## config.mk

```make
export PLATFORM = sky130hd
export DESIGN_NAME = bcd_alu_seq
export DESIGN_NICKNAME = d
export VERILOG_FILES = /design/src/rtl/bcd_alu_seq.sv
export SDC_FILE = /design/constraint.sdc
export NUM_CORES = 1
export LEC_CHECK = 0
export BUFFER_PORTS_ARGS = -buffer_cell sky130_fd_sc_hd__buf_4
export CAP_MARGIN = 20
export CORE_MARGIN = 1
export CORE_UTILIZATION = 53
export DETAILED_ROUTE_END_ITERATION = 10
export GPL_TIMING_DRIVEN = 0
export PLACE_DENSITY = 0.86
export SKIP_CTS_REPAIR_TIMING = 1
export SLEW_MARGIN = 10
export SYNTH_ARGS = -nofsm -noshare
export SYNTH_HDL_FRONTEND = slang
export SYNTH_SLANG_ARGS = --single-unit
```

## constraint.sdc

```tcl
create_clock -name clk -period 4.1 [get_ports clk]
set_input_delay 0.41 -clock clk [delete_from_list [all_inputs] [get_ports clk]]
set_output_delay 0.41 -clock clk [all_outputs]
set_load 0.05 [all_outputs]
```

## src/rtl/bcd_alu_seq.sv

```systemverilog
// bcd_alu_seq: digit-serial sign-magnitude BCD add/subtract unit.
//
// The operands are DIGITS BCD digits plus a sign bit (MSB, 1 = negative).
// They are latched from a shared bus and combined one digit per clock,
// least-significant digit first. A negative magnitude difference is turned
// back into a positive magnitude by a second digit-serial pass (10's complement).
//
// Optional feature macro: BCD_ALU_DIGIT_CHECK_EN. When it is defined, the
// `err` port exists and non-BCD operand digits are rejected when a start is accepted.
//
// Ports:
//   clk        system clock, rising edge
//   nrst       asynchronous active-low reset
//   op         shared operand bus (W = 4*DIGITS+1)
//   assign_op1 load op into operand A (IDLE only)
//   assign_op2 load op into operand B (IDLE only)
//   opcode     3'b001 = A+B, 3'b010 = A-B, all other codes are ignored
//   start      begin an operation on the latched A and B
//   busy       operation in progress (ADD, COMP, DONE)
//   done       one-cycle completion pulse
//   result     sign-magnitude BCD result, held until the next done
//   o_flag     magnitude overflow on an add
//   sign       result sign, equal to result[W-1]
//   err        non-BCD operand detected (BCD_ALU_DIGIT_CHECK_EN only)
//
// state  | meaning
// IDLE   | waiting for start; operand strobes are honoured
// ADD    | one digit per cycle of |A| +/- |B|
// COMP   | 10's complement of a negative difference, one digit per cycle
// DONE   | outputs updated, done pulse
module bcd_alu_seq #(
  parameter int DIGITS = 4
) (
  input  logic              clk,
  input  logic              nrst,
  input  logic [4*DIGITS:0] op,
  input  logic              assign_op1,
  input  logic              assign_op2,
  input  logic [2:0]        opcode,
  input  logic              start,
  output logic              busy,
  output logic              done,
  output logic [4*DIGITS:0] result,
  output logic              o_flag,
  output logic              sign
`ifdef BCD_ALU_DIGIT_CHECK_EN
  ,output logic             err
`endif
);

  localparam int M  = 4*DIGITS;
  localparam int CW = $clog2(DIGITS+1);
  localparam logic [CW-1:0] CNT_LOAD = CW'(DIGITS-1);

  localparam logic [1:0] S_IDLE = 2'd0;
  localparam logic [1:0] S_ADD  = 2'd1;
  localparam logic [1:0] S_COMP = 2'd2;
  localparam logic [1:0] S_DONE = 2'd3;

  logic [1:0]    state;
  logic [M:0]    a_reg, b_reg;
  logic [M-1:0]  a_sh, b_sh, acc;
  logic [CW-1:0] cnt;
  logic          carry, sub_mag, s_a;

  logic          op_legal, accept, eff_sub, last, mag_zero, cout;
  logic [3:0]    x_d, y_d, sum_d;
  logic [4:0]    bin;
  logic [M+3:0]  shifted;
  logic [M-1:0]  acc_nxt;

  assign op_legal = (opcode == 3'b001) || (opcode == 3'b010);
  assign accept   = (state == S_IDLE) && start && op_legal;
  // Magnitudes are subtracted when the signs differ once B's sign has been
  // flipped for a subtract opcode.
  assign eff_sub  = a_reg[M] ^ b_reg[M] ^ (opcode == 3'b010);
  assign last     = (cnt == '0);

  // One BCD digit adder shared by ADD and COMP. In COMP the stored magnitude
  // goes through 9's complement plus the preset carry, which gives the
  // 10's complement.
  always_comb begin
    x_d = a_sh[3:0];
    y_d = sub_mag ? (4'd9 - b_sh[3:0]) : b_sh[3:0];
    if (state == S_COMP) begin
      x_d = 4'd9 - acc[3:0];
      y_d = 4'd0;
    end
    bin   = {1'b0, x_d} + {1'b0, y_d} + {4'b0, carry};
    cout  = (bin > 5'd9);
    sum_d = cout ? (bin[3:0] + 4'd6) : bin[3:0];
  end

  // The new digit enters at the top, so after DIGITS shifts the LSD is back at bit 0.
  assign shifted  = {sum_d, acc};
  assign acc_nxt  = shifted[M+3:4];
  assign mag_zero = (acc_nxt == '0);

  assign busy = (state != S_IDLE);
  assign done = (state == S_DONE);
  assign sign = result[M];

`ifdef BCD_ALU_DIGIT_CHECK_EN
  function automatic logic has_bad(input logic [M-1:0] v);
    logic bad;
    bad = 1'b0;
    for (int k = 0; k < DIGITS; k++)
      if (v[4*k +: 4] > 4'd9) bad = 1'b1;
    return bad;
  endfunction
`endif

  always_ff @(posedge clk or negedge nrst) begin
    if (!nrst) begin
      state   <= S_IDLE;
      a_reg   <= '0;
      b_reg   <= '0;
      a_sh    <= '0;
      b_sh    <= '0;
      acc     <= '0;
      cnt     <= '0;
      carry   <= 1'b0;
      sub_mag <= 1'b0;
      s_a     <= 1'b0;
      result  <= '0;
      o_flag  <= 1'b0;
`ifdef BCD_ALU_DIGIT_CHECK_EN
      err     <= 1'b0;
`endif
    end else begin
      if (state == S_IDLE) begin
        if (assign_op1) a_reg <= op;
        if (assign_op2) b_reg <= op;
      end
      case (state)
        S_IDLE: begin
          if (accept) begin
            a_sh    <= a_reg[M-1:0];
            b_sh    <= b_reg[M-1:0];
            acc     <= '0;
            cnt     <= CNT_LOAD;
            sub_mag <= eff_sub;
            carry   <= eff_sub;  // the +1 of |A| + 9's complement(|B|) + 1
            s_a     <= a_reg[M];
`ifdef BCD_ALU_DIGIT_CHECK_EN
            if (has_bad(a_reg[M-1:0]) || has_bad(b_reg[M-1:0])) begin
              state  <= S_DONE;
              result <= '0;
              o_flag <= 1'b0;
              err    <= 1'b1;
            end else begin
              state <= S_ADD;
            end
`else
            state <= S_ADD;
`endif
          end
        end
        S_ADD: begin
          a_sh  <= a_sh >> 4;
          b_sh  <= b_sh >> 4;
          acc   <= acc_nxt;
          carry <= cout;
          cnt   <= cnt - 1'b1;
          if (last) begin
            if (sub_mag && !cout) begin
              // |A| < |B|: the sum is the complement of the true magnitude.
              state <= S_COMP;
              cnt   <= CNT_LOAD;
              carry <= 1'b1;
            end else begin
              state            <= S_DONE;
              result[M-1:0]    <= acc_nxt;
              if (!sub_mag && cout) begin
                o_flag    <= 1'b1;
                result[M] <= 1'b0;
              end else begin
                o_flag    <= 1'b0;
                result[M] <= s_a & ~mag_zero;
              end
`ifdef BCD_ALU_DIGIT_CHECK_EN
              err <= 1'b0;
`endif
            end
          end
        end
        S_COMP: begin
          acc   <= acc_nxt;
          carry <= cout;
          cnt   <= cnt - 1'b1;
          if (last) begin
            state  <= S_DONE;
            result <= {~s_a & ~mag_zero, acc_nxt};
            o_flag <= 1'b0;
`ifdef BCD_ALU_DIGIT_CHECK_EN
            err    <= 1'b0;
`endif
          end
        end
        S_DONE:  state <= S_IDLE;
        default: state <= S_IDLE;
      endcase
    end
  end

endmodule

```

* Word level (Yosys, flattened, before mapping) *
Index checks and enable logic that the tools add are counted.

operators by class
  add/sub/neg operators = 6
  magnitude comparators = 1
  equality and inequality tests = 9
  muxes and demuxes = 33
  bitwise logic cells = 6
  reduce and logical (&&, ||, !) cells = 24

operator list
  kind                 count
  $pmux 16 s2          3
  $mux 17              3
  $mux 16              3
  $pmux 17 s2          1
  $logic_not 16->1     1
  $mux 4               4
  $reduce_and 2->1     6
  $mux 1               9
  $mux 3               3
  $pmux 3 s3           1
  $ne 2x2->1 const B   4
  $pmux 2 s4           1
  $reduce_bool 2->1    4
  $sub 4x4->4 const A  2
  $mux 2               3
  $add 4x4->5          1
  $add 5x1->5          1
  $gt 5x4->1 const B   1
  $add 4x3->4 const B  1
  $eq 2x2->1 const B   2
  $logic_and 1x1->1    4
  $reduce_and 4->1     1
  $eq 3x1->1 const B   1
  $eq 3x2->1 const B   1
  14 further kinds     18

word-level totals
  register bits = 108
  bits of input ports = 25
  word-level logic and storage cells = 91

* Logic depth before layout (Yosys ltp) *
Gate-level depths: netlist (run 1).

  depth in word-level cells = 14
  mapped depth = 18
  gate-level depth less buffers = 14

* Worst setup path after synthesis (run 1) *
Ideal clock, no wire load.

  path type = flip-flop to flip-flop
  from = register state[0]
  to = register result[4]
  setup time = 0.125 ns
  arrival time = 3.771 ns
  data required time = 3.975 ns
  setup slack = 0.204 ns
  cell stages (with the launch flop) = 17
  path through = dfrtp_1 -> inv_1 -> ha_1 -> clkbuf_1 -> clkbuf_1 -> o21ai_0 -> fa_1 -> inv_1 -> fa_1 -> inv_1 -> ha_1 -> a22oi_2 -> a31oi_4 -> a31o_2 -> buf_6 -> buf_12 -> mux2_4

between the ends
  word-level cells in the longest chain between the ends = 9
  elaborated cells on any way between the ends = 15

ends and longest elaborated chain
  element                          RTL line  text
  from (decl)                      60        logic [1:0] state;
  from (signal assigned)           115       state <= S_IDLE;
  from (signal assigned)           155       state <= S_ADD;
  from (signal assigned)           168       state <= S_COMP;
  $eq 2x2->1                       85, 135
  $mux 4                           85        if (state == S_COMP) begin
  $add 4x4->5                      89        bin = {1'b0, x_d} + {1'b0, y_d} + {4'b0, carry};
  $add 5x1->5                      89
  $gt 5x4->1                       90        cout = (bin > 5'd9);
  $logic_not 1->1                  166       if (sub_mag && !cout) begin
  $logic_and 1x1->1                166
  $ne 2x2->1 (no line)             --
  $reduce_and 4->1 (no line)       --
  to (signal, indexed assignment)  173       result[M-1:0] <= acc_nxt;
  to (signal, indexed assignment)  179       result[M] <= s_a & ~mag_zero;
  to (signal assigned)             193       result <= {~s_a & ~mag_zero, acc_nxt};
  to (decl)                        43        output logic [4*DIGITS:0] result,

Parallel ways exist; a longest one is shown, timed or not.
A chain may end at the register's enable or synchronous reset.

* Worst setup path in the final report (run 1) *
Ends and elaborated chain as after synthesis.

==> flow_metrics.tcl, run 1 <==
set metrics [dict create \
    status "finished, violations left" \
    violations "DRC" \
    yosys-top-cells-count "dfrtp_1 (108), mux2_2 (49), nand2_1 (38)" \
    path_class "register to register" \
    crit_start "state[0]" \
    period_share_pct 95.2 \
    dieWidth_um 99.3 \
    grt-ovfl-total 0 \
    finClkSkew_ps 9.35 \
    drive_gt1_share_pct 28.2 \
    drc 2 \
    crit_slowest_cell "fa_1" \
    path_common_cell "fa_1" \
    min_path_type "primary input to asynchronous set/reset pin" \
    muxShareOfSynthArea_pct 18.0 \
    io_pins 46 \
    netlist_area_um2 5010 \
    ys_top_cells_by_area "dfrtp_1 (54%), mux2_2 (11%), mux2i_1 (5.2%)" \
    drtIter0Drc 119 \
    ant_nets 0 \
    h-tree-depth 3 \
    rr_worst_depth 15 \
    tightestPinTransition_ps 932 \
    ys_types 51 \
    clock_latency_ps 380 \
    synth_top_area_share_pct 53.9 \
    diodes 0 \
    start_util_pct 54.5 \
    rsz0062_at_grt "no" \
    antenna_found_initial 0 \
    die_y_um 99.3 \
    cts_buffers 9 \
    start_kind "register" \
    path_clk_slew_ps 110 \
    post-synth-top-count-cell "dfrtp_1" \
    rows 35 \
    synth_nets 450 \
    grtUsageTotal_pct 21.5 \
    cp_top_family "adder cells" \
    setup-violations-final 0 \
    timing.final.max_slew_violations 0 \
    worst_slack_ps 197 \
    path_cells "inv_2 > ha_4 > clkbuf_4 > o21ai_0 > fa_1 > inv_1 > fa_1 > xnor2_2 > ha_1 > a22oi_2 > a31oi_4 > a31o_2 > buf_6 > buf_12 > mux2_4" \
    num_vias 3400 \
    end_kind "register" \
    via_per_inst 5.80 \
    max_cap_violations 0 \
    syn_area_per_cell_um2 12.3 \
    cts_tree "done" \
    numClockSinks 108 \
    slew_headroom_pct 37.9 \
    synth_adder_area_share_pct 4.29 \
    ctsLongestPathBuffers 2 \
    r2r_setup_slack_ps 200 \
    reg2reg_to "result[4]" \
    hold_ws_ps 152 \
    hold_violations 0 \
    synth_edf_count 0 \
    syn_inst 409 \
    multi_input_area_um2 2180 \
    cpPeakStageDelay_ps 460 \
    drtPass1Iterations 7 \
    critical_path_buf_inv_count 5 \
    grt_pass1_vias 3532 \
    timing.rr.start "state[0]" \
    async_flop_share_pct 100 \
    port_buffers 45 \
    fmax_mhz 256 \
    arrival_ps 4180 \
    dieArea_um2 9850 \
    synthSimpleGateAreaFrac_pct 6.84 \
    place_congestion 0.846 \
    ys_seq_area_share_pct 53.9 \
    grt_pass1_wl_um 16500 \
    synth_top_flop_cell "dfrtp_1" \
    area_growth_pct 15.3 \
    tns_ps 0 \
    synth_xor_area_share_pct 1.40 \
    fill_cells 715 \
    dp_hpwl_um 7050 \
    register_area_um2 2700 \
    ys_ff_latch 108 \
    yosys.area.top_type "dfrtp_1" \
    grt_max_degree 109 \
    core_um2 9200 \
    drt-total-wl_um 9950 \
    synth_compound_area_share_pct 12.4 \
    fin_nets 511 \
    yosysWarnings 0 \
    routedWlPerCell_um 17.0 \
    synth_top_family_by_area "multiplexers" \
    path_max_fanout 10 \
    worst_ep_required_time_ps 4370 \
    period_needed_ps 3900 \
    clock-root-buffer "clkbuf_8" \
    pre_cts_slack_ps -371 \
]
-- final cells by class --
class	instances	area share, %
timing repair buffer	50	6.56
inverter	13	0.844
clock buffer	9	2.14
multi-input combinational	267	37.8
sequential	108	46.8
clock inverter	7	1.60
buffer	21	1.90
tap	111	2.40
-- cells by family (layout without fill, tap and decap cells) --
family	count (synthesis)	in the layout
compound gates	88	89
xor+xnor	8	8
fa+ha+maj	16	16
buf+inv	35	100
flops	108	108
mux	81	81
simple gates	73	73
-- worst max-delay path by stage --
stage,to,slack (ps),cells after the start
floorplan,result[4],200,16
global placement,result[7],-250,17
detailed placement,result[4],-370,17
CTS,result[4],-400,17
global route,result[4],6,15
finish,result[4],200,15
-- per-stage QoR --
stage | util (%) | cells | instance area [um2]
after CTS | 62.1 | 581 | 5710
final | 62.9 | 586 | 5780
after detailed placement | 59.7 | 565 | 5490
after global routing | 62.9 | 586 | 5780
after floorplan | - | 409 | 5010
after global placement | 59.7 | 565 | 5490
-- cell usage in the layout (no fill, tap or decap), types with 4 or more instances in the layout --
cell / netlist / layout
dfrtp_1: 108 / 108
buf_4: 1 / 50
mux2_2: 49 / 49
nand2_1: 38 / 38
o21ai_0: 35 / 35
mux2i_1: 26 / 26
a22o_1: 24 / 24
clkbuf_1: 18 / 16
ha_1: 14 / 13
inv_1: 13 / 12
nor2_1: 11 / 11
clkbuf_8: 0 / 9
mux2_4: 6 / 6
nand2b_1: 4 / 4
xnor2_1: 5 / 4
a21oi_1: 4 / 4
-- routing by layer --
layer / global-route usage [%] / vias up / share of wire, %
met5: 0 / - / 0
li1: - / 1585 / -
met2: 39.2 / 88 / 53
met4: 7.24 / 0 / 1.8
met1: 24.9 / 1709 / 41
met3: 4.85 / 18 / 4.0
Power of run 1 is left out: the tool's default activity adds up to more than one toggle a clock period on the data nets, which glitch-free logic cannot reach.
==> run 2: changes to the inputs <==
--- a/config.mk
+++ b/config.mk
@@ -12,6 +12,7 @@
 export DETAILED_ROUTE_END_ITERATION = 10
 export GPL_TIMING_DRIVEN = 0
 export PLACE_DENSITY = 0.86
+export RECOVER_POWER = 25
 export SKIP_CTS_REPAIR_TIMING = 1
 export SLEW_MARGIN = 10
 export SYNTH_ARGS = -nofsm -noshare
==> run 2 against run 1 <==
  * The flow finishes with violations (DRC, capacitance limit, slew limit)
  * Setup slack hardly changed
  * Design area is 0.11% lower
  * Wire length hardly changed
  * Largest cell class unchanged
==> flow_metrics.tcl, run 2 (synthesis results as in run 1) <==
set metrics [dict create \
    core_um2 9200 \
    cts_tree "done" \
    path_cells "inv_2 > ha_4 > clkbuf_4 > o21ai_0 > fa_1 > inv_1 > fa_1 > xnor2_2 > ha_1 > a22oi_2 > a31oi_4 > a31o_2 > buf_6 > buf_12 > mux2_4" \
    ctsLongestPathBuffers 2 \
    place_congestion 0.846 \
    path_class "register to register" \
    pre_cts_slack_ps -371 \
    diodes 0 \
    violations "DRC, capacitance limit, slew limit" \
    timing.final.max_slew_violations 109 \
    ant_nets 0 \
    h-tree-depth 3 \
    min_path_type "primary input to register" \
    max_cap_violations 1 \
    dieWidth_um 99.3 \
    cpPeakStageDelay_ps 460 \
    clock-root-buffer "clkbuf_8" \
    critical_path_buf_inv_count 5 \
    clock_latency_ps 380 \
    fin_util_pct 62.8 \
    num_vias 3400 \
    routedWlPerCell_um 17.0 \
    end_kind "register" \
    path_clk_slew_ps 110 \
    drc 2 \
    port_buffers 45 \
    finClkSkew_ps 9.35 \
    drtPass1Iterations 7 \
    hold_violations 0 \
    grt_pass1_wl_um 16500 \
    die_y_um 99.3 \
    drt-total-wl_um 9950 \
    dieArea_um2 9850 \
    worst_ep_required_time_ps 4370 \
    grt_max_degree 109 \
    numClockSinks 108 \
    cp_top_family "adder cells" \
    dp_hpwl_um 7050 \
    path_max_fanout 10 \
    grt-ovfl-total 0 \
    path_common_cell "fa_1" \
    final_common_cell "dfrtp_1" \
    rsz0062_at_grt "no" \
    worst_slack_ps 197 \
    cts_buffers 9 \
    mostFrequentLayoutCells "dfrtp_1 (108), buf_4 (50), mux2_2 (49)" \
    period_share_pct 95.2 \
    fmax_mhz 256 \
    grt_pass1_vias 3532 \
    slew_headroom_pct -70.6 \
    drtIter0Drc 119 \
    antenna_found_initial 0 \
    tightestPinTransition_ps 2560 \
    io_pins 46 \
    status "finished, violations left" \
    arrival_ps 4180 \
    crit_slowest_cell "fa_1" \
    drive_gt1_share_pct 28.2 \
    grtUsageTotal_pct 21.5 \
    via_per_inst 5.80 \
    setup-violations-final 0 \
    rows 35 \
    fin_nets 511 \
    period_needed_ps 3900 \
    area_growth_pct 15.2 \
    start_util_pct 54.5 \
    start_kind "register" \
]
run 2: cell count changes in the layout (fill, tap and decap cells not counted):
cell	delta
buf_6	-1
clkbuf_2	+1
run 2: metal layers:
layer | GRT usage [%] | wire length, um
met1 | 24.9 | 4100
met2 | 39.2 | 5270
met3 | 4.85 | 401
met4 | 7.24 | 178
met5 | 0 | 0
run 2: stage by stage:
stage          setup TNS (ps)  std cells  hold slack (ps)  area (um2)
3_5_place_dp            -5370        565              472        5490
3_3_place_gp            -2920        565              460        5490
4_1_cts                 -5960        581              181        5710
6_report                    0        586              265        5770
5_1_grt                     0        586              241        5770
2_1_floorplan               0        409              114        5010
run 2: area by class of cell:
class / count / area [um2]
tap: 111 / 139
clock inverter: 7 / 92.6
inverter: 13 / 48.8
clock buffer: 9 / 124
timing repair buffer: 50 / 373
buffer: 21 / 110
multi-input combinational: 267 / 2180
fill: 717 / 3420
sequential: 108 / 2700
run 2: final timing paths:
| check | from | to | slack (ps) | cells after the start |
|---|---|---|---|---|
| max in group asynchronous | nrst | b_sh[11] | 1810 | 1 |
| min in group asynchronous | nrst | cnt[2] | 830 | 1 |
| max reg2reg | state[0] | result[4] | 200 | 15 |
| max | state[0] | result[4] | 200 | 15 |
| min reg2reg | b_sh[6] | b_sh[6] | 490 | 2 |
| min | op[14] | a_reg[14] | 260 | 2 |
Power of run 2 is left out for the same reason.
==> run 3: changes to the inputs <==
--- a/config.mk
+++ b/config.mk
@@ -11,7 +11,8 @@
 export CORE_UTILIZATION = 53
 export DETAILED_ROUTE_END_ITERATION = 10
 export GPL_TIMING_DRIVEN = 0
-export PLACE_DENSITY = 0.86
+export MAX_ROUTING_LAYER = met4
+export PLACE_DENSITY_LB_ADDON = 0.1
 export RECOVER_POWER = 25
 export SKIP_CTS_REPAIR_TIMING = 1
 export SLEW_MARGIN = 10
==> run 3 against run 2 <==
  * Core utilization fell by 0.23 points
  * Global-route usage rose by 1.1 points
  * Sequential cell count did not move
  * First-iteration DRC count fell by 9.2%
  * Wire length rose by 0.16%
  * Non-clock buffer count fell by 2
  * Setup slack improved by 50 ps
  * The flow finishes with violations (capacitance limit, slew limit)
  * Clock-buffer cell count rose by 1
  * Fmax rose by 1.3%
  * Hold slack improved by 5.3 ps
  * Critical path depth rose by 1
==> flow_metrics.tcl, run 3 (synthesis results as in run 1) <==
set metrics [dict create \
    routedWlPerCell_um 17.1 \
    hold_ws_ps 270 \
    violations "capacitance limit, slew limit" \
    drtIter0Drc 108 \
    setup-violations-final 0 \
    dieWidth_um 99.3 \
    grt_pass1_wl_um 16600 \
    h-tree-depth 3 \
    status "finished, violations left" \
    finClkSkew_ps 10.6 \
    cts_tree "done" \
    mostFrequentLayoutCells "dfrtp_1 (108), mux2_2 (49), buf_4 (48)" \
    routed.top_layer "met4" \
    fill_cells 763 \
    arrival_ps 4120 \
    slew_headroom_pct -75.0 \
    max_cap_violations 1 \
    drt-total-wl_um 9970 \
    hold_violations 0 \
    path_class "register to register" \
    ant_nets 0 \
    fin_nets 509 \
    dr_wl_met3_um 229 \
    period_needed_ps 3850 \
    drc 0 \
    drt-met1-wl_um 4470 \
    met2_length_um 5130 \
    register_area_um2 2700 \
    die_y_um 99.3 \
    num_vias 3282 \
    rows 35 \
    period_share_pct 94.0 \
    postPlaceCellArea_um2 5490 \
    drive_gt1_share_pct 27.9 \
    place_congestion 0.854 \
    port_buffers 45 \
    fmax_mhz 260 \
    start_kind "register" \
    end_kind "register" \
    worst_ep_required_time_ps 4360 \
    rr_worst_depth 16 \
    cts_buffers 9 \
    fin_area_um2 5750 \
    diodes 0 \
    tightestPinTransition_ps 2630 \
    path_cells "inv_2 > ha_4 > clkbuf_4 > nand2_1 > o21ai_1 > fa_1 > inv_1 > fa_2 > inv_1 > ha_1 > a22oi_2 > a31oi_4 > a31o_2 > buf_6 > buf_12 > mux2_4" \
    clock-root-buffer "clkbuf_8" \
    drtPass1Iterations 6 \
    area_growth_pct 14.7 \
    dp_hpwl_um 6820 \
    io_pins 46 \
    clock_latency_ps 370 \
    core_um2 9200 \
    min_path_type "primary input to register" \
    path_max_fanout 10 \
    grt_pass1_vias 3399 \
    start_util_pct 54.5 \
    path_clk_slew_ps 110 \
    antenna_found_initial 0 \
    multi_input_area_um2 2190 \
    dieArea_um2 9850 \
    cpPeakStageDelay_ps 570 \
    grt_max_degree 109 \
    path_common_cell "inv_1" \
    grtUsageTotal_pct 22.6 \
    numClockSinks 108 \
    grt-ovfl-total 0 \
    crit_slowest_cell "fa_2" \
    rsz0062_at_grt "no" \
    hold_depth 2 \
    timing.final.max_slew_violations 109 \
    final_common_cell "dfrtp_1" \
    ctsLongestPathBuffers 2 \
    via_per_inst 5.62 \
]
## run 3: cell types whose count changed in the layout (fill, tap and decap cells not counted), sizes merged
cell      previous run  this run
clkbuf              27        28
clkinvlp             2         1
buf                 53        51
## run 3: worst max-delay path: cells and delay by family (launching register included)
| kind | cells | cell delay, ps |
|---|---|---|
| adder cells (fa/ha/maj) | 4 | 1250 |
| buffers and inverters | 6 | 770 |
| AND/OR/NAND/NOR | 1 | 80 |
| multiplexers | 1 | 290 |
| flip-flops | 1 | 440 |
| AO/OA/AOI/OAI | 4 | 900 |
## run 3: through the flow
step,setup TNS (ps),setup slack [ps],utilization (%),cells
2_1_floorplan,0,204,-,409
3_3_place_gp,-4230,-319,59.7,565
3_5_place_dp,-6550,-427,59.7,565
4_1_cts,-6770,-441,62.0,581
5_1_grt,0,34.2,62.6,584
6_report,0,247,62.6,584
## run 3: final cells by class
class	count	area share, %
Clock buffer	10	2.22
Buffer	21	1.91
Sequential cell	108	47.0
Tap cell	111	2.41
Timing Repair Buffer	48	6.22
Clock inverter	6	1.39
Inverter	13	0.848
Multi-Input combinational cell	267	38.0
## run 3: metal layers
metal,GRT usage [%],up-vias
li1,-,1581
met1,27.7,1632
met2,39.0,56
met3,2.81,13
met4,7.13,0
met5,-,-
## run 3: path summary, 6_finish.rpt
kind / end / startpoint / slack [ps]
setup / recovery: result[8] / state[0] / 250
setup reg to reg: result[8] / state[0] / 250
min in group asynchronous: cnt[0] / nrst / 830
hold reg to reg: b_sh[5] / b_sh[5] / 490
max in group asynchronous: a_reg[3] / nrst / 1730
hold / removal: a_reg[10] / op[10] / 270
Power of run 3 is left out for the same reason.
